$ cat config.mk
export PLATFORM = sky130hd
export DESIGN_NAME = mem_access_flat
export DESIGN_NICKNAME = d
export VERILOG_FILES = /design/src/rtl/mem_access_if.sv /design/src/rtl/mem_access.sv /design/src/flat_wrapper.sv
export SDC_FILE = /design/constraint.sdc
export NUM_CORES = 1
export LEC_CHECK = 0
export ABC_AREA = 1
export CAP_MARGIN = 30
export CORE_MARGIN = 1
export CORE_UTILIZATION = 45
export CTS_CLUSTER_SIZE = 20
export DETAILED_ROUTE_END_ITERATION = 16
export PLACE_DENSITY = 0.81
export RECOVER_POWER = 50
export SETUP_SLACK_MARGIN = 0.4
export SLEW_MARGIN = 40
export SYNTH_ARGS = -nofsm -noshare
export SYNTH_HDL_FRONTEND = slang
export SYNTH_SLANG_ARGS = --single-unit
$ cat constraint.sdc
create_clock -name clk -period 1.55 [get_ports clk]
set_input_delay 0.155 -clock clk [delete_from_list [all_inputs] [get_ports clk]]
set_output_delay 0.155 -clock clk [all_outputs]
set_load 0.01 [all_outputs]
$ cat src/rtl/mem_access_if.sv
// Bundle of the execute-stage command, memory bus and completion signals of mem_access.
// The master modport is the mem_access view; the slave modport is the environment view
// (pipeline plus memory).
interface mem_access_if #(
    parameter int unsigned REGWIDTH = 32
);
    // Execute-stage command
    logic                start;
    logic                mem_read;
    logic                mem_write;
    logic [2:0]          funct3;
    logic [REGWIDTH-1:0] alu_result;
    logic [REGWIDTH-1:0] store_data;

    // Memory bus
    logic                mem_req;
    logic                mem_we;
    logic [REGWIDTH-1:0] mem_addr;
    logic [REGWIDTH-1:0] mem_wdata;
    logic [3:0]          mem_wstrb;
    logic                mem_ready;
    logic [REGWIDTH-1:0] mem_rdata;

    // Completion / status
    logic [REGWIDTH-1:0] load_data;
    logic                done;
    logic                fault;
    logic                busy;

    modport master (
        input  start, mem_read, mem_write, funct3, alu_result, store_data,
        input  mem_ready, mem_rdata,
        output mem_req, mem_we, mem_addr, mem_wdata, mem_wstrb,
        output load_data, done, fault, busy
    );

    modport slave (
        output start, mem_read, mem_write, funct3, alu_result, store_data,
        output mem_ready, mem_rdata,
        input  mem_req, mem_we, mem_addr, mem_wdata, mem_wstrb,
        input  load_data, done, fault, busy
    );
endinterface

$ cat src/rtl/mem_access.sv
// mem_access: load/store unit sitting between the execute stage and a word-wide memory.
// Takes one command per start pulse, checks legality/alignment, issues a single held
// request, formats store data and extends load data, and reports done/fault.
module mem_access #(
    parameter int unsigned REGWIDTH = 32,
    parameter int unsigned TIMEOUT  = 15
) (
    input  logic         clk,
    input  logic         rst_n,
    mem_access_if.master bus
);
    localparam int unsigned CntW = ($clog2(TIMEOUT + 1) > 4) ? $clog2(TIMEOUT + 1) : 4;
    // Counter value in the final allowed REQ cycle (TIMEOUT >= 1 assumed).
    localparam logic [CntW-1:0] CntLast = CntW'(TIMEOUT - 1);

    typedef enum logic [1:0] {
        StIdle = 2'd0,
        StReq  = 2'd1,
        StDone = 2'd2
    } state_e;

    state_e              state_q, state_d;
    logic [CntW-1:0]     cnt_q, cnt_d;
    logic [REGWIDTH-1:0] addr_q, addr_d;
    logic [REGWIDTH-1:0] sdata_q, sdata_d;
    logic [2:0]          funct3_q, funct3_d;
    logic                rd_q, rd_d;
    logic                wr_q, wr_d;
    logic [REGWIDTH-1:0] load_data_q, load_data_d;
    logic                fault_q, fault_d;

    logic                legal_f3;
    logic                misaligned;
    logic [REGWIDTH-1:0] rdata_sh;
    logic [REGWIDTH-1:0] load_ext;
    logic [REGWIDTH-1:0] wdata_fmt;
    logic [3:0]          wstrb_fmt;
    logic                req_active;

    // Decode legality and alignment of the incoming command straight from the inputs.
    always_comb begin
        legal_f3 = 1'b0;
        if (bus.mem_write) begin
            legal_f3 = bus.funct3 inside {3'b000, 3'b001, 3'b010};
        end else begin
            legal_f3 = bus.funct3 inside {3'b000, 3'b001, 3'b010, 3'b100, 3'b101};
        end
        // funct3[1:0] gives the access size for every legal code.
        misaligned = 1'b0;
        case (bus.funct3[1:0])
            2'b01:   misaligned = bus.alu_result[0];
            2'b10:   misaligned = |bus.alu_result[1:0];
            default: misaligned = 1'b0;
        endcase
    end

    // Pick the addressed lane out of the read word and extend it.
    always_comb begin
        rdata_sh = bus.mem_rdata >> {addr_q[1:0], 3'b000};
        case (funct3_q)
            3'b000:  load_ext = {{(REGWIDTH - 8){rdata_sh[7]}}, rdata_sh[7:0]};
            3'b001:  load_ext = {{(REGWIDTH - 16){rdata_sh[15]}}, rdata_sh[15:0]};
            3'b100:  load_ext = {{(REGWIDTH - 8){1'b0}}, rdata_sh[7:0]};
            3'b101:  load_ext = {{(REGWIDTH - 16){1'b0}}, rdata_sh[15:0]};
            default: load_ext = bus.mem_rdata;
        endcase
    end

    // Replicate store data across lanes and build byte strobes.
    always_comb begin
        case (funct3_q[1:0])
            2'b00: begin
                wdata_fmt = {(REGWIDTH / 8){sdata_q[7:0]}};
                wstrb_fmt = 4'b0001 << addr_q[1:0];
            end
            2'b01: begin
                wdata_fmt = {(REGWIDTH / 16){sdata_q[15:0]}};
                wstrb_fmt = 4'b0011 << addr_q[1:0];
            end
            default: begin
                wdata_fmt = sdata_q;
                wstrb_fmt = 4'b1111;
            end
        endcase
    end

    // Next-state logic: command capture, request/wait/timeout and result latching.
    always_comb begin
        state_d     = state_q;
        cnt_d       = cnt_q;
        addr_d      = addr_q;
        sdata_d     = sdata_q;
        funct3_d    = funct3_q;
        rd_d        = rd_q;
        wr_d        = wr_q;
        load_data_d = load_data_q;
        fault_d     = fault_q;

        unique case (state_q)
            StIdle: begin
                if (bus.start) begin
                    addr_d   = bus.alu_result;
                    sdata_d  = bus.store_data;
                    funct3_d = bus.funct3;
                    rd_d     = bus.mem_read;
                    wr_d     = bus.mem_write;
                    cnt_d    = '0;
                    if (!bus.mem_read && !bus.mem_write) begin
                        state_d     = StDone;
                        fault_d     = 1'b0;
                        load_data_d = '0;
                    end else if ((bus.mem_read && bus.mem_write) || !legal_f3 || misaligned) begin
                        state_d     = StDone;
                        fault_d     = 1'b1;
                        load_data_d = '0;
                    end else begin
                        state_d = StReq;
                    end
                end
            end
            StReq: begin
                if (bus.mem_ready) begin
                    state_d     = StDone;
                    fault_d     = 1'b0;
                    load_data_d = wr_q ? '0 : load_ext;
                end else if (cnt_q == CntLast) begin
                    state_d     = StDone;
                    fault_d     = 1'b1;
                    load_data_d = '0;
                end else begin
                    cnt_d = cnt_q + 1'b1;
                end
            end
            StDone: begin
                state_d = StIdle;
            end
            default: begin
                state_d = StIdle;
            end
        endcase
    end

    // State and datapath registers with asynchronous reset.
    always_ff @(posedge clk or negedge rst_n) begin
        if (!rst_n) begin
            state_q     <= StIdle;
            cnt_q       <= '0;
            addr_q      <= '0;
            sdata_q     <= '0;
            funct3_q    <= '0;
            rd_q        <= 1'b0;
            wr_q        <= 1'b0;
            load_data_q <= '0;
            fault_q     <= 1'b0;
        end else begin
            state_q     <= state_d;
            cnt_q       <= cnt_d;
            addr_q      <= addr_d;
            sdata_q     <= sdata_d;
            funct3_q    <= funct3_d;
            rd_q        <= rd_d;
            wr_q        <= wr_d;
            load_data_q <= load_data_d;
            fault_q     <= fault_d;
        end
    end

    // Bus fields are driven only while a request is outstanding, so they read 0 otherwise.
    assign req_active    = (state_q == StReq);
    assign bus.mem_req   = req_active;
    assign bus.mem_we    = req_active && wr_q;
    assign bus.mem_addr  = req_active ? {addr_q[REGWIDTH-1:2], 2'b00} : '0;
    assign bus.mem_wdata = (req_active && wr_q) ? wdata_fmt : '0;
    assign bus.mem_wstrb = (req_active && wr_q) ? wstrb_fmt : 4'b0000;
    assign bus.load_data = load_data_q;
    assign bus.fault     = fault_q;
    assign bus.done      = (state_q == StDone);
    assign bus.busy      = (state_q != StIdle);

endmodule
$ cat src/flat_wrapper.sv
// flat-port wrapper written by rule: the top's interface ports become plain ports
module mem_access_flat 
#(
    parameter int unsigned REGWIDTH = 32,
    parameter int unsigned TIMEOUT  = 15
)
  (clk, rst_n, bus_start, bus_mem_read, bus_mem_write, bus_funct3, bus_alu_result, bus_store_data, bus_mem_ready, bus_mem_rdata, bus_mem_req, bus_mem_we, bus_mem_addr, bus_mem_wdata, bus_mem_wstrb, bus_load_data, bus_done, bus_fault, bus_busy);
  mem_access_if #(.REGWIDTH(REGWIDTH)) bus_i ();
  input  logic clk;
  input  logic rst_n;
  input wire logic [$bits(bus_i.start)-1:0] bus_start;
  input wire logic [$bits(bus_i.mem_read)-1:0] bus_mem_read;
  input wire logic [$bits(bus_i.mem_write)-1:0] bus_mem_write;
  input wire logic [$bits(bus_i.funct3)-1:0] bus_funct3;
  input wire logic [$bits(bus_i.alu_result)-1:0] bus_alu_result;
  input wire logic [$bits(bus_i.store_data)-1:0] bus_store_data;
  input wire logic [$bits(bus_i.mem_ready)-1:0] bus_mem_ready;
  input wire logic [$bits(bus_i.mem_rdata)-1:0] bus_mem_rdata;
  output wire logic [$bits(bus_i.mem_req)-1:0] bus_mem_req;
  output wire logic [$bits(bus_i.mem_we)-1:0] bus_mem_we;
  output wire logic [$bits(bus_i.mem_addr)-1:0] bus_mem_addr;
  output wire logic [$bits(bus_i.mem_wdata)-1:0] bus_mem_wdata;
  output wire logic [$bits(bus_i.mem_wstrb)-1:0] bus_mem_wstrb;
  output wire logic [$bits(bus_i.load_data)-1:0] bus_load_data;
  output wire logic [$bits(bus_i.done)-1:0] bus_done;
  output wire logic [$bits(bus_i.fault)-1:0] bus_fault;
  output wire logic [$bits(bus_i.busy)-1:0] bus_busy;
  assign bus_i.start = bus_start;
  assign bus_i.mem_read = bus_mem_read;
  assign bus_i.mem_write = bus_mem_write;
  assign bus_i.funct3 = bus_funct3;
  assign bus_i.alu_result = bus_alu_result;
  assign bus_i.store_data = bus_store_data;
  assign bus_i.mem_ready = bus_mem_ready;
  assign bus_i.mem_rdata = bus_mem_rdata;
  assign bus_mem_req = bus_i.mem_req;
  assign bus_mem_we = bus_i.mem_we;
  assign bus_mem_addr = bus_i.mem_addr;
  assign bus_mem_wdata = bus_i.mem_wdata;
  assign bus_mem_wstrb = bus_i.mem_wstrb;
  assign bus_load_data = bus_i.load_data;
  assign bus_done = bus_i.done;
  assign bus_fault = bus_i.fault;
  assign bus_busy = bus_i.busy;
  mem_access #(.REGWIDTH(REGWIDTH), .TIMEOUT(TIMEOUT)) u_core (.clk(clk), .rst_n(rst_n), .bus(bus_i));
endmodule
==> impl_results.md <==
- Post-synthesis sequential area ratio: 0.471
- Dpl cell area: 8600 um2
- Pre-Repair DR Iteration Count: 6
- Design area: 9880 um2
- Per-cell routed wire length: approximately 18 um
- Mapped Cells: 777
- Clk buf depth: 2
- Hold crit path type: input pin to flip-flop
- Tmin final: 1.83 ns
- FF+latch count, synth: 107
- CP Capture Type: flip-flop
- Grt met2 use: 0.582
- Placer congestion estimate: 0.935
- # rows: 40
- LEAKAGE: 0.00543 uW
- Worst slew pin tran: 0.753 ns
- CP top delay family: buffers and inverters
- DRC: 0
- Synth Cell Area: 5690 um2
- Cell variety after synth: 33
- H-tree depth: 3
- Slowest cell on crit path: dfrtp_1
- Avg Vias per Cell: 5.25
- Bufs and invs on worst path: 9
- First-pass GRT wire length: 33.7 mm
- Gr busiest metal: met2
- Failing checks: negative setup slack
- Drt first-iter violations: 404
- Final nets: ~1200
- Cts bufs inserted: 9
- TNS Setup: -24.29 ns
- Number of synthesis warnings: 0
- Core Footprint: 12200 um2
- Critical Path, Cell by Cell: buf_4, buf_6, nor2_4, buf_6, buf_6, nand2_8, inv_8, buf_12, buf_12, buf_12, buf_16, nand2_1, o21ai_1
- Skew final: 0.00701 ns
- Outcome: finished with violations
- Max Slew Vio Count: 0
- Final Cycle Share: 1.18
- Largest net degree at the start of global routing: 36
- Detailed Route WL: 22.7 mm
- Post-DRT Antenna Nets: 0
- P&R area growth vs syn: 73.8%
- Syn_area_per_cell: 7.32 um2
- Clk root buf: clkbuf_16
- Area of the multi-input gates: 2890 um2
- Total gr overflow: 0
- Critical path type: flip-flop to flip-flop
- CTS tree: done
- CTS Sinks: between 100 and 150
- Io pins: between 200 and 250
- Dpl hpwl: 13.5 mm
- Die height: 114 um
- FMAX: between 500 and 600 MHz
- Later-pin clock latency in the skew report: 0.36 ns
- Initial antenna violation count: 0
- CP max stage delay: 0.42 ns
- Met1 Use GR: 0.387
- Die width: 114 um
- Die area: 13100 um2
- RSZ-0062 raised after global routing: true
- Fraction of layout cells with a size suffix above 1: 0.285
- Antenna Cells: 0
- Worst EP arrival: 2.11 ns
- Grt met3 use: 0.0884
- Final Setup Violations: approximately 160
- Crit path max fanout: 7
- Max VDD drop: around 0.00099 V
- Final hold violations: 0
- Max_slew headroom: 0.498
- Reg clk slew, reported paths: approximately 0.080 ns
- Storage cell area: 2680 um2
- Final worst slack: -0.282 ns
- Initial Utilization: 0.468
- Vias post-DR: 6525
- PD cells: 1690 nW/um2
- Max-Cap Viols: 0
- Port Buffers: 207
- # fillers: 734
- Vias in the first global route: 6676
- GRT Resource Usage Total: 0.342
- CP required: about 1.8 ns
- CP Launch Type: flip-flop
==> tightest hold or removal path, delay by kind of cell <==
family        cells  cell delay (ns)
buf+inv           1             0.39
simple gates      2             0.10
==> layer usage <==
metal	vias up	wire, um
li1	3000	-
met1	3041	8290
met2	394	11100
met3	88	2140
met4	2	1130
met5	-	5
==> placed cells by master (no fill, tap or decap), types with 3 or more instances in the layout <==
| cell | synthesis | final |
|---|---|---|
| a21oi_1 | 43 | 31 |
| a21oi_4 | 1 | 13 |
| buf_12 | 1 | 20 |
| buf_16 | 0 | 10 |
| buf_2 | 25 | 27 |
| buf_4 | 6 | 56 |
| buf_6 | 2 | 32 |
| buf_8 | 0 | 5 |
| bufbuf_16 | 0 | 3 |
| clkbuf_16 | 0 | 14 |
| clkbuf_2 | 0 | 24 |
| clkdlybuf4s50_1 | 0 | 103 |
| dfrtp_1 | 107 | 107 |
| dlygate4sd2_1 | 0 | 9 |
| dlymetal6s2s_1 | 0 | 27 |
| ha_1 | 5 | 4 |
| inv_1 | 69 | 62 |
| inv_2 | 6 | 11 |
| inv_4 | 2 | 3 |
| inv_8 | 0 | 3 |
| nand2_1 | 274 | 259 |
| nand2_2 | 14 | 25 |
| nand2_4 | 3 | 4 |
| nand2_8 | 0 | 3 |
| nand3_1 | 12 | 10 |
| nand3_2 | 5 | 4 |
| nand3_4 | 0 | 3 |
| nor2_1 | 107 | 90 |
| nor2_2 | 1 | 11 |
| nor2_4 | 3 | 10 |
| o211ai_1 | 3 | 3 |
| o21ai_0 | 56 | 17 |
| o21ai_1 | 6 | 40 |
| o21ai_2 | 0 | 5 |
| o221ai_2 | 0 | 6 |
==> synth_stat cells, drive strengths merged <==
| library cell | number | area (um2) |
|---|---|---|
| nand2 | 291 | 1150 |
| nor2 | 111 | 442 |
| dfrtp | 107 | 2680 |
| inv | 77 | 294 |
| o21ai | 62 | 310 |
| a21oi | 45 | 240 |
| buf | 34 | 213 |
| nand3 | 17 | 110 |
| clkbuf | 8 | 30.0 |
| o221ai | 7 | 61.3 |
| ha | 5 | 62.6 |
| o211ai | 5 | 47.5 |
| nor3 | 2 | 10.0 |
| conb | 1 | 3.75 |
| nand4 | 1 | 6.26 |
| o22ai | 1 | 6.26 |
| o31ai | 1 | 7.51 |
| or2 | 1 | 6.26 |
| xor2 | 1 | 8.76 |
==> flip-flops by register name (all words and copies together), names as in the netlist <==
signal / cells
u_core.sdata_q: 32
u_core.funct3_q: 3
u_core.bus.fault: 1
u_core.wr_q: 1
u_core.bus.load_data: 32
u_core.state_q: 2
u_core.cnt_q: 4
u_core.addr_q: 32
==> final cells by class <==
type | instances | area share
Tap cell | 168 | 0.0213
Inverter | 77 | 0.0308
Timing Repair Buffer | 323 | 0.352
Sequential cell | 107 | 0.271
Multi-Input combinational cell | 552 | 0.293
Clock inverter | 7 | 0.00937
Clock buffer | 9 | 0.0228
==> path summary, 6_finish.rpt <==
path,startpoint,endpoint,slack (ns),cells past startpoint
max reg2reg,u_core.state_q[0]$_DFFE_PN0P_,u_core.sdata_q[1]$_DFFE_PN0P_,-0.28,13
min,bus_store_data[30],u_core.sdata_q[30]$_DFFE_PN0P_,0.33,3
min in group asynchronous,rst_n,u_core.bus.load_data[20]$_DFFE_PN0P_,0.40,2
min reg2reg,u_core.bus.load_data[12]$_DFFE_PN0P_,u_core.bus.load_data[12]$_DFFE_PN0P_,0.47,2
max in group asynchronous,rst_n,u_core.sdata_q[8]$_DFFE_PN0P_,0.20,3
max,u_core.state_q[0]$_DFFE_PN0P_,u_core.sdata_q[1]$_DFFE_PN0P_,-0.28,13
==> timing repair <==
action / 4_1_cts / 5_1_grt
pin swaps: 16 / 20
buffers inserted: 23 / 12
hold buffers: 1 / 0
resized for setup: 277 / 126
endpoints found under the hold margin: 26 / 0
setup endpoints to repair: 210 / 210
gates cloned: 13 / 6
==> kinds of logic (layout without fill, tap and decap cells) <==
kind of cell,count (synthesis),after routing,synth area share
compound gates,121,121,0.118
xor+xnor,1,1,0.00154
fa+ha+maj,5,5,0.0110
buf+inv,119,416,0.0944
flops,107,107,0.471
other cells,1,2,0.000659
simple gates,423,423,0.303
==> where the power goes <==
| group | total [uW] | switching (uW) | internal [uW] |
|---|---|---|---|
| sequential | 4570 | 754 | 3820 |
| combinational | 9680 | 5070 | 4610 |
| clock | 2470 | 1180 | 1300 |
==> metrics by stage <==
step | setup WS (ns) | std cells | hold WS, ns | power (uW) | util
2_1_floorplan | 0.237 | 778 | -0.141 | 8800 | -
3_3_place_gp | -0.301 | 1172 | 0.116 | 11300 | 0.707
3_5_place_dp | -0.362 | 1172 | 0.123 | 11500 | 0.707
4_1_cts | -0.228 | 1225 | 0.289 | 15800 | 0.792
5_1_grt | -0.314 | 1243 | 0.331 | 17600 | 0.813
6_report | -0.282 | 1243 | 0.326 | 16700 | 0.813
(Power assumes the default switching activity.)
